<file path="src/rtl/card_blitter.sv">
// rtl/card_blitter.sv - sprite-to-framebuffer copy engine with transparency and screen clipping
module card_blitter #(
    parameter int         SPR_W  = 16,
    parameter int         SPR_H  = 32,
    parameter logic [2:0] TRANSP = 3'b000
) (
    input  logic        clock,
    input  logic        reset_n,
    input  logic        start,
    input  logic [7:0]  x0,
    input  logic [7:0]  y0,
    output logic        busy,
    output logic        done,
    output logic        spr_RE,
    output logic [8:0]  spr_rAddr,
    input  logic [2:0]  spr_data,
    output logic        fb_WE,
    output logic [15:0] fb_wAddr,
    output logic [2:0]  fb_data
);

    localparam int N = SPR_W * SPR_H;

    typedef enum logic [1:0] {IDLE, READ, DRAIN, DONE} state_t;

    state_t      state;
    logic [7:0]  x_org;
    logic [7:0]  y_org;
    logic [7:0]  rd_row;
    logic [7:0]  rd_col;
    logic [7:0]  wr_row;
    logic [7:0]  wr_col;
    logic        wr_valid;
    logic [15:0] addr_q;
    logic [2:0]  data_q;
    logic [8:0]  sx;
    logic [8:0]  sy;

    // Write stage sees the (row, col) of the read issued one cycle earlier,
    // aligned with the memory's registered dataOut.
    assign sx = {1'b0, x_org} + {1'b0, wr_col};
    assign sy = {1'b0, y_org} + {1'b0, wr_row};

    assign fb_WE    = wr_valid && (spr_data != TRANSP) && (sx <= 9'd255) && (sy <= 9'd239);
    assign fb_wAddr = fb_WE ? {sy[7:0], sx[7:0]} : addr_q;
    assign fb_data  = fb_WE ? spr_data : data_q;

    always_ff @(posedge clock) begin
        if (!reset_n) begin
            state     <= IDLE;
            x_org     <= 8'd0;
            y_org     <= 8'd0;
            rd_row    <= 8'd0;
            rd_col    <= 8'd0;
            wr_row    <= 8'd0;
            wr_col    <= 8'd0;
            wr_valid  <= 1'b0;
            addr_q    <= 16'd0;
            data_q    <= 3'd0;
            busy      <= 1'b0;
            done      <= 1'b0;
            spr_RE    <= 1'b0;
            spr_rAddr <= 9'd0;
        end else begin
            wr_valid <= spr_RE;
            wr_row   <= rd_row;
            wr_col   <= rd_col;
            if (fb_WE) begin
                addr_q <= fb_wAddr;
                data_q <= spr_data;
            end
            case (state)
                IDLE: begin
                    if (start) begin
                        x_org     <= x0;
                        y_org     <= y0;
                        rd_row    <= 8'd0;
                        rd_col    <= 8'd0;
                        spr_rAddr <= 9'd0;
                        spr_RE    <= 1'b1;
                        busy      <= 1'b1;
                        state     <= READ;
                    end
                end
                READ: begin
                    if (spr_rAddr == 9'(N - 1)) begin
                        spr_RE <= 1'b0;
                        state  <= DRAIN;
                    end else begin
                        spr_rAddr <= spr_rAddr + 9'd1;
                        if (rd_col == 8'(SPR_W - 1)) begin
                            rd_col <= 8'd0;
                            rd_row <= rd_row + 8'd1;
                        end else begin
                            rd_col <= rd_col + 8'd1;
                        end
                    end
                end
                DRAIN: begin
                    busy  <= 1'b0;
                    done  <= 1'b1;
                    state <= DONE;
                end
                DONE: begin
                    done  <= 1'b0;
                    state <= IDLE;
                end
                default: state <= IDLE;
            endcase
        end
    end

endmodule

</file>
<file path="config.mk">
export PLATFORM = sky130hd
export DESIGN_NAME = card_blitter
export DESIGN_NICKNAME = d
export VERILOG_FILES = /design/src/rtl/card_blitter.sv
export SDC_FILE = /design/constraint.sdc
export NUM_CORES = 1
export LEC_CHECK = 0
export ABC_AREA = 1
export BUFFER_PORTS_ARGS = -buffer_cell sky130_fd_sc_hd__buf_2
export CAP_MARGIN = 10
export CORE_MARGIN = 10
export CORE_UTILIZATION = 58
export DETAILED_ROUTE_END_ITERATION = 8
export PLACE_DENSITY = 0.81
export SYNTH_ARGS = -nofsm -noshare
export SYNTH_HDL_FRONTEND = slang
export SYNTH_SLANG_ARGS = --single-unit
</file>
<file path="constraint.sdc">
create_clock -name clock -period 2.4 [get_ports clock]
set_input_delay 0.24 -clock clock [delete_from_list [all_inputs] [get_ports clock]]
set_output_delay 0.24 -clock clock [all_outputs]
set_load 0.03 [all_outputs]
</file>
==> metrics.csv, run 1 <==
stage,metric,value,unit
clock_tree,Clock Tree Root,clkbuf_8,
clock_tree,Num Clock Sinks,82,
clock_tree,CTS Buf Count,9,
timing,Least-Margin Pin Slew,0.622,ns
worst_setup_path,arrival time at the worst endpoint,2.81,ns
timing,RSZ-0062 raised after global routing,true,
routing,Via density,5.97,
timing,fin. max-slew vios,0,
worst_setup_path,CP bufs+invs,5,
routing,Post-DRT Antenna Nets,0,
layout,Syn-to-layout area delta,37.7,%
logic_synthesis,Async SR Flop Fraction,0,
global_route,initial antenna violation count,0,
clock_tree,Worst-Skew Late Latency,0.38,ns
worst_setup_path,CP Cell Sequence,ha_4 -> inv_2 -> fa_2 -> inv_4 -> a21oi_4 -> xor2_2 -> nor2_2 -> nand2_4 -> buf_12 -> nand2_8 -> nand2_2 -> nand2_2 -> inv_2 -> buf_6,
clock_tree,clk buf depth,2,
flow_run,max-capacitance violation count,0,
worst_setup_path,Levels on crit path,14,
timing,fmax,0.328,GHz
worst_setup_path,Reg2Reg Depth,14,
power,Pleak,2.81,nW
worst_setup_path,Worst setup SP type,flip-flop,
routing,DRT iter0 DRCs,655,
floorplan,Core ar.,0.00691,mm^2
logic_synthesis,Post-synth top flop,dfxtp_1,
timing,Post-Route Setup TNS,-15.41,ns
global_route,GRT Total Usage,0.218,
logic_synthesis,Mapped Area,0.00420,mm^2
global_route,gr ovfl total,0,
logic_synthesis,#FFs+latches synth,82,
timing,WHS,0.136,ns
worst_setup_path,kind of critical path,flip-flop to primary output,
global_route,vias in the first global route,4159,
placed_design,Detail Placement HPWL,6360,um
floorplan,Die X-Extent,105,um
routing,vias,4633,
layout,number of diodes,0,
routing,wire per inst,21.1,um
power,worst IR drop on VDD,0.603,mV
global_route,first-pass GRT wire length,19800,um
logic_synthesis,synth warn,0,
worst_setup_path,CP max FO,6,
timing,minimum clock period,3.05,ns
timing,final hold vios,0,
floorplan,FP Rows,30,
layout,Nets,723,
floorplan,die area,0.0111,mm^2
routing,final WL,16400,um
logic_synthesis,syn_nets,614,
placed_design,Port-buffer cells,53,
placed_design,Placer Congestion,0.849,
global_route,largest net degree at the start of global routing,42,
clock_tree,clock-pin slew on the worst setup and hold paths,0.09,ns
logic_synthesis,sequential cell area fraction in the yosys report,0.390,
timing,fin crit share,1.27,
routing,Detailed Routing Iterations Pass 1,6,
logic_synthesis,post-synthesis average cell area,7.43,um^2
routing,DR DRC count,0,
worst_setup_path,crit end category,primary output,
hold_path,Hold Path Stages,3,
worst_setup_path,Worst path max stage delay,0.38,ns
timing,Setup Viol. Count Final,39,
hold_path,Worst Hold Class,input port to flip-flop,
worst_setup_path,critical path required time,2.16,ns
timing,post-route setup slack,-0.649,ns
power,power per cell area,918,mW/mm^2
layout,layout cell share with drive strength beyond 1,0.382,
layout,Final Core Density,0.838,
outcome,failing checks,setup timing,
clock_tree,htree depth,3,
logic_synthesis,cell count after synthesis,566,
floorplan,Die H,105,um
floorplan,Initial Util,0.609,
worst_setup_path,largest delay contributor family on the critical path,simple AND/OR/NAND/NOR gates,
layout,FILL cells,321,
outcome,status,finished with violations,
floorplan,Top Ports,54,
worst_setup_path,"Slowest-stage cell, CP",fa_2,
timing,Fin Clk Skew,0.0167,ns
logic_synthesis,Synth cell types,36,
timing,Max-Slew Margin vs Limit,0.585,
clock_tree,CTS tree,done,
logic_synthesis,Post-synth EDFFs,0,
==> layer usage <==
layer / wire length [um] / vias up / track usage
met5: 0 / - / 0
met4: 1390 / 0 / 0.113
met3: 1720 / 155 / 0.0559
met2: 7470 / 422 / 0.388
met1: 5830 / 2084 / 0.231
li1: - / 1972 / -
==> cell usage in the layout (no fill, tap or decap), types with 3 or more instances in the layout <==
| cell type | count |
|---|---|
| buf_6 | 21 |
| buf_2 | 33 |
| xor2_1 | 7 |
| inv_2 | 23 |
| nand4_1 | 6 |
| nor2_2 | 19 |
| dfxtp_1 | 76 |
| nand3_2 | 11 |
| buf_12 | 5 |
| inv_1 | 83 |
| xnor2_1 | 5 |
| buf_4 | 47 |
| ha_1 | 15 |
| a211oi_1 | 3 |
| clkbuf_8 | 9 |
| buf_8 | 3 |
| a21oi_1 | 22 |
| nor2_1 | 54 |
| nand2_8 | 4 |
| o21ai_0 | 33 |
| nand2_4 | 20 |
| bufinv_16 | 3 |
| nor2_4 | 3 |
| nand2_1 | 74 |
| nand3_1 | 22 |
| nand2_2 | 27 |
| nor3_1 | 7 |
| ha_4 | 7 |
| dfxtp_2 | 6 |
==> state kept, by name, indices dropped and copies added, names as in the netlist <==
register / count
state: 2
wr_valid: 1
wr_row: 8
rd_col: 8
x_org: 8
done: 1
y_org: 8
addr_q: 16
spr_rAddr: 9
spr_RE: 1
busy: 1
wr_col: 8
rd_row: 8
data_q: 3
==> tightest hold or removal path, cell delays in order <==
cell and delay (ns):
buf_2 0.07, o21ai_0 0.07, nor2_1 0.08
==> through the flow <==
step           instance area (um^2)  std cells  setup WS (ns)  total power [W]
6_report                       5790        776         -0.649          0.00531
5_1_grt                        5790        776         -0.639          0.00551
4_1_cts                        5500        761         -0.232          0.00481
3_5_place_dp                   4550        709        -0.0131          0.00318
3_3_place_gp                   4550        709         0.0233          0.00312
2_1_floorplan                  4200        566          0.192          0.00282
==> report_power, final <==
part	internal, W	switching, W
Combinational	0.000918	0.00144
Sequential	0.00155	0.000164
Clock	0.000691	0.000548
==> cell families after synthesis <==
logic type,after synthesis,share of synthesized area
XOR/XNOR,13,0.0271
AND/OR/NAND/NOR,252,0.288
flip-flops,82,0.390
AO/OA/AOI/OAI,69,0.0911
adder cells (fa/ha/maj),26,0.0810
buffers and inverters,124,0.123
==> synthesized netlist by cell type, drive strengths merged (5+ instances only) <==
cell type / count / share of area
xnor2: 5 / 0.010
nand3: 35 / 0.044
clkbuf: 6 / 0.0054
buf: 9 / 0.020
o21ai: 34 / 0.043
ha: 24 / 0.071
nor3: 7 / 0.0083
nand4: 6 / 0.0089
a21oi: 26 / 0.031
nor2: 76 / 0.081
nand2: 122 / 0.14
dfxtp: 82 / 0.39
xor2: 8 / 0.017
inv: 107 / 0.096
==> area by class of cell <==
type                    instances  area (um^2)  area share
repair buffers                110          927       0.160
well taps                      96          120      0.0207
multi-input cells             363         2450       0.423
clock buffers                  11          131      0.0227
inverters                     109          413      0.0713
flip-flops and latches         82         1650       0.285
clock inverters                 5          103      0.0177
==> worst paths after layout <==
check | from | endpoint | slack [ns]
hold reg to reg | rd_row[3] | wr_row[3] | 0.43
setup / recovery | y_org[0] | fb_wAddr[5] | -0.65
hold / removal | y0[4] | y_org[4] | 0.14
setup reg to reg | y_org[0] | addr_q[15] | -0.24
==> what timing repair did <==
item	in CTS	in global routing
pin swaps	27	17
gates cloned	5	0
gates resized for setup	113	35
endpoints found under the setup margin	20	22
hold buffers	0	0
buffers inserted	31	19
(Power assumes the default switching activity.)
==> inputs of run 2 (changes only) <==
- BUFFER_PORTS_ARGS: -buffer_cell sky130_fd_sc_hd__buf_2 -> unset
- CORE_UTILIZATION: 58 -> 63
- DONT_BUFFER_PORTS: unset -> 1
- PLACE_DENSITY: 0.81 -> 0.8
==> run 2 against run 1 <==
Utilization grew 0.14 points. Flip-flop and latch count is the same. Non-clock buffer count shrank 50. Combinational power shrank 14%. Cell count shrank 8.9%. The flow still finishes with violations (setup timing). Critical endpoint is now fb_data[0]. Count of clock-buffer cells in the layout grew 2. Via count shrank 10%. Setup slack gained 0.089 ns. Die area shrank 6.4%.
==> metrics.csv, run 2 (synthesis gave the netlist of run 1 again) <==
stage,metric,value,unit
worst_setup_path,crit end category,primary output,
worst_setup_path,Reg2Reg Depth,16,
routing,DRT iter0 DRCs,347,
floorplan,Die H,102,um
global_route,initial antenna violation count,1,
floorplan,die area,0.0103,mm^2
clock_tree,clk buf depth,2,
floorplan,Core ar.,0.00642,mm^2
worst_setup_path,"Slowest-stage cell, CP",fa_2,
layout,layout cell share with drive strength beyond 1,0.323,
power,Clk pwr share,0.209,
global_route,GRT Total Usage,0.220,
global_route,first-pass GRT wire length,17800,um
clock_tree,CTS tree,done,
global_route,vias in the first global route,3755,
layout,Syn-to-layout area delta,28.3,%
routing,Via density,5.90,
worst_setup_path,FF-to-FF Start,wr_row[0],
layout,FILL cells,342,
worst_setup_path,critical path required time,2.16,ns
layout,FF/Latch Area,0.00165,mm^2
timing,fmax,0.338,GHz
worst_setup_path,CP Cell Sequence,ha_4 -> inv_2 -> fa_2 -> inv_2 -> nand3_2 -> nand3_2 -> nand2_2 -> nand2_4 -> nor2_4 -> nand2_4 -> buf_12 -> buf_8 -> nand3_2 -> nand2_2 -> clkinvlp_4,
worst_setup_path,largest delay contributor family on the critical path,simple AND/OR/NAND/NOR gates,
worst_setup_path,Worst path max stage delay,0.38,ns
placed_design,Port-buffer cells,0,
timing,final hold vios,0,
worst_setup_path,Setup crit end,fb_data[0],
layout,Final Core Density,0.840,
layout,final non-filler cell total,707,
layout,"commonest non-fill, non-tap cell in the layout",inv_1,
worst_setup_path,"Top cell by count, worst path",nand3_2,
worst_setup_path,CP startpoint,wr_row[0],
floorplan,Initial Util,0.655,
placed_design,placed insts,646,
layout,"commonest non-fill, non-tap cells in the layout","inv_1, dfxtp_1, nand2_1, nor2_1, buf_4",
hold_path,min-delay src,reset_n,
floorplan,Die X-Extent,102,um
outcome,failing checks,setup timing,
flow_run,max-capacitance violation count,0,
worst_setup_path,kind of critical path,flip-flop to primary output,
clock_tree,htree depth,3,
timing,Least-Margin Pin Slew,0.571,ns
worst_setup_path,Worst setup SP type,flip-flop,
routing,wire per inst,19.5,um
timing,fin crit share,1.23,
timing,Setup Viol. Count Final,26,
power,power per cell area,881,mW/mm^2
timing,minimum clock period,2.96,ns
power,Sw Share,0.422,
timing,RSZ-0062 raised after global routing,true,
clock_tree,Num Clock Sinks,82,
routing,final WL,13800,um
worst_setup_path,reg2reg setup slack,-0.15,ns
hold_path,Worst Hold Class,input port to flip-flop,
power,Pleak,2.45,nW
timing,Fin Clk Skew,0.0141,ns
power,total power,0.00475,W
placed_design,Placer Congestion,0.837,
floorplan,Top Ports,54,
placed_design,pre-CTS setup slack,-0.0282,ns
global_route,largest net degree at the start of global routing,32,
power,net load switching power,0.00200,W
timing,fin. max-slew vios,0,
timing,post-route setup slack,-0.560,ns
routing,DR DRC count,0,
worst_setup_path,CP bufs+invs,5,
clock_tree,CTS Buf Count,9,
power,Flop pwr share,0.365,
worst_setup_path,Critical R2R Capture,data_q[0],
power,worst IR drop on VDD,0.621,mV
worst_setup_path,arrival time at the worst endpoint,2.72,ns
placed_design,Detail Placement HPWL,6250,um
layout,biggest regs,"addr_q x16, spr_rAddr x9",
power,Comb power frac,0.426,
layout,number of flip-flops in the largest register,16,
timing,Max-Slew Margin vs Limit,0.619,
routing,Detailed Routing Iterations Pass 1,8,
global_route,gr ovfl total,0,
clock_tree,Clock Tree Root,clkbuf_8,
floorplan,FP Rows,29,
layout,Nets,672,
clock_tree,clock-pin slew on the worst setup and hold paths,0.09,ns
worst_setup_path,Levels on crit path,15,
timing,WHS,0.0174,ns
routing,vias,4172,
power,Pint,0.00275,W
outcome,status,finished with violations,
layout,most flop-heavy register,addr_q,
layout,multi-input logic area,0.00240,mm^2
routing,Post-DRT Antenna Nets,0,
worst_setup_path,CP max FO,6,
clock_tree,Worst-Skew Late Latency,0.37,ns
run 2: changes by cell type in the layout (fill, tap and decap cells not counted), moves of 3 or more:
cell        delta
clkbuf_8       +3
buf_2         -33
clkinvlp_4    +14
nand3_2        +4
bufinv_16      -3
nand3_1        -5
inv_2         -19
buf_6         -19
run 2: final cells by class:
class / instances / share of cell area
antenna: 1 / 0.000464
clock buffer: 13 / 0.0313
clock inverter: 3 / 0.00418
inverter: 109 / 0.0893
multi-input combinational: 362 / 0.445
sequential: 82 / 0.305
tap: 77 / 0.0179
timing repair buffer: 60 / 0.107
run 2: worst min path at each step:
stage                      to  slack (ns)  depth (start not counted)
floorplan           wr_col[4]        0.36                          2
global placement    wr_col[7]        0.35                          2
detailed placement  wr_row[4]        0.35                          2
CTS                  wr_valid       0.001                          2
global route         x_org[4]       0.007                          2
finish              wr_col[1]        0.02                          2
run 2: worst register-to-register path, stage by stage (launching register included):
cell,delay (ns)
dfxtp_2,0.36
ha_4,0.15
inv_2,0.04
fa_2,0.38
inv_2,0.11
nand3_2,0.11
nand4_1,0.16
nand2_4,0.09
nor2_4,0.14
nand2_4,0.12
buf_12,0.16
buf_8,0.14
nand3_2,0.09
nand2_2,0.09
buf_4,0.14
buf_4,0.12
nor2_2,0.08
run 2: power by group through the flow:
stage / clock, W / sequential, W / combinational (W)
3_5_place_dp: 0 / 0.00173 / 0.00137
5_1_grt: 0.00105 / 0.00175 / 0.00217
3_3_place_gp: 0 / 0.00172 / 0.00133
6_report: 0.000991 / 0.00173 / 0.00203
4_1_cts: 0.000964 / 0.00171 / 0.00171
2_1_floorplan: 0 / 0.00171 / 0.00111
run 2: timing repair:
action	CTS	global route
gates resized for setup	74	27
setup buffers	27	11
pin swaps	25	14
endpoints found under the setup margin	20	22
hold buffers	1	1
endpoints found under the hold margin	12	9
cloned	5	0
run 2: stage by stage:
stage / instance area [um^2] / TNS, ns
final: 5390 / -9.78
after global routing: 5390 / -11.78
after CTS: 5190 / -3.72
after detailed placement: 4340 / -0.0527
after global placement: 4340 / 0
after floorplan: 4200 / 0
run 2: routing by layer:
metal | wire [um] | GRT usage | part of all wire
met4 | 673 | 0.0858 | 0.049
met5 | 0 | 0 | 0
met1 | 5010 | 0.226 | 0.36
met3 | 1450 | 0.0762 | 0.11
met2 | 6630 | 0.400 | 0.48
